$ cat config.mk
export PLATFORM = sky130hd
export DESIGN_NAME = serial_bit_tx
export DESIGN_NICKNAME = d
export VERILOG_FILES = /design/src/rtl/serial_bit_tx_pkg.sv /design/src/rtl/serial_bit_tx.sv
export SDC_FILE = /design/constraint.sdc
export NUM_CORES = 1
export LEC_CHECK = 0
export CAP_MARGIN = 20
export CORE_MARGIN = 2
export CORE_UTILIZATION = 35
export CTS_CLUSTER_DIAMETER = 40
export CTS_CLUSTER_SIZE = 24
export DETAILED_ROUTE_END_ITERATION = 8
export HOLD_SLACK_MARGIN = 0.02
export PLACE_DENSITY_LB_ADDON = 0.15
export SLEW_MARGIN = 20
export SYNTH_ARGS = -nofsm -noshare
export SYNTH_HDL_FRONTEND = slang
export SYNTH_SLANG_ARGS = --single-unit
$ cat constraint.sdc
create_clock -name clk -period 4.6 [get_ports clk]
set_input_delay 0.92 -clock clk [delete_from_list [all_inputs] [get_ports clk]]
set_output_delay 0.92 -clock clk [all_outputs]
set_load 0.005 [all_outputs]
$ cat src/rtl/serial_bit_tx_pkg.sv
// Shared types and defaults for the serial bit transmitter.
package tx_pkg;

  typedef enum logic [1:0] {
    IDLE  = 2'd0,
    SHIFT = 2'd1,
    GAP   = 2'd2
  } tx_state_e;

  localparam int DEFAULT_WIDTH = 16;

endpackage

$ cat src/rtl/serial_bit_tx.sv
// Parallel-to-serial transmitter: sends In_Word[In_Len:0] MSB-first, one bit per
// clock, with an optional idle gap after each word.
//
// state | meaning
// IDLE  | ready for a word, line parked at IDLE_LVL
// SHIFT | payload bits on Out_Data, Done on bit 0
// GAP   | GAP_CYCLES idle cycles before accepting again
module serial_bit_tx
  import tx_pkg::*;
#(
  parameter int   WIDTH      = DEFAULT_WIDTH,
  parameter logic IDLE_LVL   = 1'b0,
  parameter int   GAP_CYCLES = 1
) (
  input  logic                     clk,
  input  logic                     rst,
  input  logic                     In_Valid,
  output logic                     In_Ready,
  input  logic [WIDTH-1:0]         In_Word,
  input  logic [$clog2(WIDTH)-1:0] In_Len,
  output logic                     Out_Data,
  output logic                     Out_Valid,
  output logic                     Done
);

  localparam int CW = $clog2(WIDTH);
  localparam int GW = (GAP_CYCLES > 1) ? $clog2(GAP_CYCLES) : 1;
  localparam logic [GW-1:0] GAP_LOAD = (GAP_CYCLES > 0) ? GW'(GAP_CYCLES - 1) : '0;

  tx_state_e      state_q;
  logic [WIDTH-1:0] sr_q;
  logic [CW-1:0]  cnt_q;
  logic [GW-1:0]  gap_q;
  logic           ready_q;
  logic           valid_q;
  logic           data_q;
  logic           done_q;

  // Left-align the word so the shift register always emits from its MSB;
  // bits above In_Len fall off the top and are never sent.
  logic [WIDTH-1:0] sr_load_d;
  assign sr_load_d = In_Word << (CW'(WIDTH - 1) - In_Len);

  always_ff @(posedge clk or negedge rst) begin
    if (!rst) begin
      state_q <= IDLE;
      sr_q    <= '0;
      cnt_q   <= '0;
      gap_q   <= '0;
      ready_q <= 1'b0;
      valid_q <= 1'b0;
      data_q  <= IDLE_LVL;
      done_q  <= 1'b0;
    end else begin
      case (state_q)
        IDLE: begin
          ready_q <= 1'b1;
          valid_q <= 1'b0;
          done_q  <= 1'b0;
          data_q  <= IDLE_LVL;
          if (In_Valid && ready_q) begin
            state_q <= SHIFT;
            ready_q <= 1'b0;
            valid_q <= 1'b1;
            data_q  <= sr_load_d[WIDTH-1];
            done_q  <= (In_Len == '0);
            sr_q    <= sr_load_d << 1;
            cnt_q   <= In_Len;
          end
        end
        SHIFT: begin
          if (cnt_q == '0) begin
            valid_q <= 1'b0;
            done_q  <= 1'b0;
            data_q  <= IDLE_LVL;
            sr_q    <= '0;
            if (GAP_CYCLES == 0) begin
              state_q <= IDLE;
              ready_q <= 1'b1;
            end else begin
              state_q <= GAP;
              gap_q   <= GAP_LOAD;
            end
          end else begin
            cnt_q  <= cnt_q - CW'(1);
            data_q <= sr_q[WIDTH-1];
            done_q <= (cnt_q == CW'(1));
            sr_q   <= sr_q << 1;
          end
        end
        GAP: begin
          if (gap_q == '0) begin
            state_q <= IDLE;
            ready_q <= 1'b1;
          end else begin
            gap_q <= gap_q - GW'(1);
          end
        end
        default: state_q <= IDLE;
      endcase
    end
  end

  assign In_Ready  = ready_q;
  assign Out_Valid = valid_q;
  assign Out_Data  = data_q;
  assign Done      = done_q;

endmodule

==> Word-level counts from Yosys, hierarchy flattened <==
Index checks and enable logic that the tools add are counted.
{ "classes": {"n_reduce_logical": 13, "n_addsub": 3, "n_shift": 1, "n_eq_ne": 7, "n_mux": 24} }
{ "op_table": {"columns": ["cell", "count"], "rows": [
  ["16-bit 2-to-1 mux", 2],
  ["16-bit one-hot mux with 2 select lines", 1],
  ["16-bit by 4-bit left shift with 16-bit output", 1],
  ["1-bit one-hot mux with 2 select lines", 5],
  ["1-bit 2-to-1 mux", 9],
  ["4-bit logical NOT", 2],
  ["4-bit 2-to-1 mux", 2],
  ["2-bit inequality test (second input constant)", 4],
  ["4-bit one-hot mux with 2 select lines", 1],
  ["2-bit AND reduction", 4],
  ["2-bit 2-to-1 mux", 3],
  ["2-bit one-hot mux with 3 select lines", 1],
  ["3-bit AND reduction", 2],
  ["2-bit nonzero test", 3],
  ["4-bit by 1-bit == test with 1-bit output (second input constant)", 1],
  ["4-bit by 1-bit subtractor with 4-bit output (second input constant)", 1],
  ["4-bit subtractor (first input constant)", 1],
  ["2-bit by 1-bit == test with 1-bit output (second input constant)", 1],
  ["2-bit == test (second input constant)", 1],
  ["2-bit logical NOT", 1],
  ["1-bit logical AND", 1],
  ["1-bit subtractor (second input constant)", 1]
]} }
{ "word_totals": {"wordCells": 56, "out_inout_bits": 4, "regBits": 27} }

==> Depth between registers and ports, before layout <==
{ "depth": {"depth_word": 4, "mapped_depth": 7, "mapped_depth_nobuf": 6} }

==> Worst setup path after synthesis <==
No wires, ideal clock.
{ "synth_timing": {"path_type": "input-to-reg", "from": "input port In_Len[0]", "to": "register sr_q[15]", "path_slack_ns": 2.291, "n_path_buf": 1, "path_stages": 4, "setup_time_ns": 0.126, "t_arrival_ns": 2.183, "cell_sequence": "buf_6 > mux4_2 > a221o_1 > o32a_1"} }
{ "synth_between": {"elab_chain_cells": 4} }
{ "synth_lines": {"columns": ["element", "line_no", "rtl"], "rows": [
  ["start: declaration", "serial_bit_tx.sv:20", "input logic [$clog2(WIDTH)-1:0] In_Len,"],
  ["4-bit subtractor", "serial_bit_tx.sv:42", "assign sr_load_d = In_Word << (CW'(WIDTH - 1) - In_Len);"],
  ["16-bit by 4-bit left shift with 16-bit output", "serial_bit_tx.sv:42", null],
  ["16-bit 2-to-1 mux", "serial_bit_tx.sv:61", "if (In_Valid && ready_q) begin"],
  ["16-bit one-hot mux with 2 select lines", "serial_bit_tx.sv:55", "case (state_q)"],
  ["end signal: assignment", "serial_bit_tx.sv:67", "sr_q <= sr_load_d << 1;"],
  ["end signal: assignment", "serial_bit_tx.sv:88", "sr_q <= sr_q << 1;"],
  ["end: declaration", "serial_bit_tx.sv:31", "logic [WIDTH-1:0] sr_q;"]
]} }
Every way passes these cells. The select of a mux whose other input is x is not followed.
A chain may end at the register's enable or synchronous reset.

==> Worst setup path after layout <==
{ "layout_timing": {"from": "input port In_Len[0]", "to": "register data_q, in the netlist Out_Data"} }
{ "layout_between": {"elab_chain_cells": 4} }
{ "layout_lines": {"columns": ["element", "line_no", "rtl"], "rows": [
  ["4-bit subtractor", "serial_bit_tx.sv:42", null],
  ["16-bit by 4-bit left shift with 16-bit output", "serial_bit_tx.sv:42", null],
  ["1-bit 2-to-1 mux", "serial_bit_tx.sv:61", null],
  ["1-bit one-hot mux with 2 select lines", "serial_bit_tx.sv:55", null],
  ["end signal: assignment", "serial_bit_tx.sv:65", "data_q <= sr_load_d[WIDTH-1];"],
  ["end signal: assignment", "serial_bit_tx.sv:86", "data_q <= sr_q[WIDTH-1];"],
  ["end: declaration", "serial_bit_tx.sv:36", "logic data_q;"]
]} }
Every way passes these cells.

==> impl_metrics.ini <==
[timing]
rsz0062_at_grt = false
fin_skew_ns = 0.003325
slew_violations = 0
tns_ns = 0
fin_crit_sh_pct = 68.44
max_freq_mhz = 317.6
hold_viol = 0
slew_headroom_pct = 38.24
setup_viol = 0
min_period_ns = 3.148
whs_ns = 0.5085
tightest_slew_ns = 0.9230

[critical_path]
cpPeakStageDelay_ns = 0.95
cp.arrival_ns = 3.29
ff2ff_path_depth = 6
end_kind = flip-flop
worstReg2RegStart = cnt_q[0]
required_ns = 4.74
crit_slowest_cell = clkdlybuf4s50_1
cp-start-kind = input port
cp_cell_sequence = clkdlybuf4s50_1, buf_4, mux4_1, mux2i_1, nand2b_1, a32oi_1
rrSetupSlack_ns = 2.32
critical_path.max_fanout = 14
startpoint = In_Len[0]
path_class = in -> reg

[pwr]
seqPwrFrac_pct = 37.6
internal-power_mw = 0.6159
p_leak_nw = 0.8461
pwr-share-clk_pct = 12.6
p_per_area_nw_per_um2 = 494.0
netSwitchingFraction_pct = 40.27
switchingPower_mw = 0.4152
combinationalPowerShare_pct = 49.8
p_total_mw = 1.031
irDropWorstVdd_uv = 201.7

[clock_tree]
cts_buffers = 3
ctsResizeCount = 0
cts_tree = yes
cts-root-buf = clkbuf_8
cts.htree.levels = 1
insertion_delay_ns = 0.26
cts_buffer_depth = 2
clock_sinks = 25
post_cts_buffers = 0
cts_hold_buffers = 0
clk_pin_slew_ns = 0.09

[logic_synthesis]
synthArstFlopShare_pct = 100.0
ys_types = 44
synth_nets = 203
synth_enable_flop_cells = 0
syn_area_per_cell_um2 = 9.904
netlist_area_um2 = 1763
yosys_warnings = 0
ys_seq_area_share_pct = 35.49
ys_ff_latch = 25
synth_cells = 178
synth_ff_type = dfrtp_1

[finish]
fin_nets = 221
most-common-layout-cells = dfrtp_1, clkdlybuf4s50_1, nand2_1, nor2_1, mux4_2
syn2layout_area_growth_pct = 18.38
drive_above_1_share_pct = 9.744
fill_cells = 458
n_antenna_cell = 0

[hold_path]
min_from = Out_Valid
hold_depth = 1
min_path_type = reg -> reg

[global_routing]
grt-ovfl-total = 0
grt_antenna_before_repair = 0
grt_pass1_vias = 1506
grt_start_max_net_pins = 26
grt_pass1_wl_um = 7417
grt_usage_pct = 17.13

[routing]
ant_nets = 0
viasPerCell = 5.924
drt_pass1_iterations = 4
drc_errors = 0
wl_per_cell_um = 16.87
wl_um = 4421
vias = 1552
drt_iter0_markers = 109

[placed_design]
portBuffers = 26
place_congestion = 0.8279
hpwl_um = 3414

[floorplanning]
num_io_pins = 27
die_x_um = 74.97
start_util_pct = 36.84
design.core.area_um2 = 4786
die_h_um = 74.97
row_count = 25
dieArea_um2 = 5621

[status]
run_status = finished, final reports clean

[flow_run]
cap_violations = 0
cell families after synthesis:
family | share of synthesized area [%]
simple gates | 15.54
fa+ha+maj | 1.419
mux | 20.30
buf+inv | 5.323
compound gates | 21.93
flops | 35.49
registers in the layout (all words and copies together), names as in the netlist:
register,flops
Done,1
In_Ready,1
Out_Data,1
Out_Valid,1
cnt_q,4
sr_q,15
state_q,2
power by group through the flow:
stage / clock network, mW / logic (mW) / registers (mW)
floorplan: 0 / 0.392 / 0.364
global placement: 0 / 0.499 / 0.389
detailed placement: 0 / 0.512 / 0.392
CTS: 0.133 / 0.514 / 0.388
global route: 0.140 / 0.580 / 0.401
finish: 0.129 / 0.514 / 0.388
synth_stat cells, drive strengths merged, types with 2 or more instances:
cell / instances / area share (%)
dfrtp: 25 / 35
nand2: 22 / 4.7
mux4: 13 / 17
nor2: 13 / 2.8
a21oi: 9 / 2.6
buf: 7 / 2.3
clkbuf: 7 / 1.5
inv: 7 / 1.5
o21ai: 7 / 2.0
nand2b: 6 / 2.1
a22oi: 5 / 2.1
a31oi: 5 / 1.8
a32oi: 5 / 2.5
mux2i: 5 / 2.8
nor3: 5 / 1.4
a21o: 4 / 1.7
a221o: 3 / 1.7
a221oi: 3 / 1.5
a211oi: 2 / 1.1
and3: 2 / 0.71
ha: 2 / 1.4
nor2b: 2 / 0.71
nor3b: 2 / 0.85
o22a: 2 / 0.99
worst max-delay path, delay by kind of cell:
kind            cells  cell delay [ns]
compound gates      1             0.09
buf+inv             2             1.25
mux                 2             0.88
simple gates        1             0.15
stage by stage:
stage	instance area [um^2]	worst slack, ns	util [%]	instances
5_1_grt	2087	1.272	43.61	262
3_3_place_gp	2047	1.279	42.77	258
3_5_place_dp	2042	1.145	42.67	258
6_report	2087	1.452	43.61	262
4_1_cts	2087	1.430	43.61	262
2_1_floorplan	1763	2.291	-	178
worst paths after layout:
path | endpoint
max in group asynchronous | sr_q[5]
worst max register to register | sr_q[15]
worst min register to register | Out_Valid
worst max-delay path | Out_Data
worst min-delay path | Out_Valid
min in group asynchronous | Done
layer usage:
metal  up-vias  GRT usage (%)  wire length, um
met5         -              0                0
met4         0          3.968               46
met3         4          2.142              297
met2        66          27.58             2031
met1       769          24.77             2045
li1        713              -                -
area by class of cell:
cell class / instances / area (um^2) / area share (%)
Tap cell: 67 / 83.83 / 4.017
Clock buffer: 4 / 45.04 / 2.158
Timing Repair Buffer: 27 / 262.8 / 12.59
Sequential cell: 25 / 625.6 / 29.98
Multi-Input combinational cell: 132 / 1044 / 50.00
Inverter: 7 / 26.28 / 1.259
Note: power is estimated with default switching activity, not from simulation.
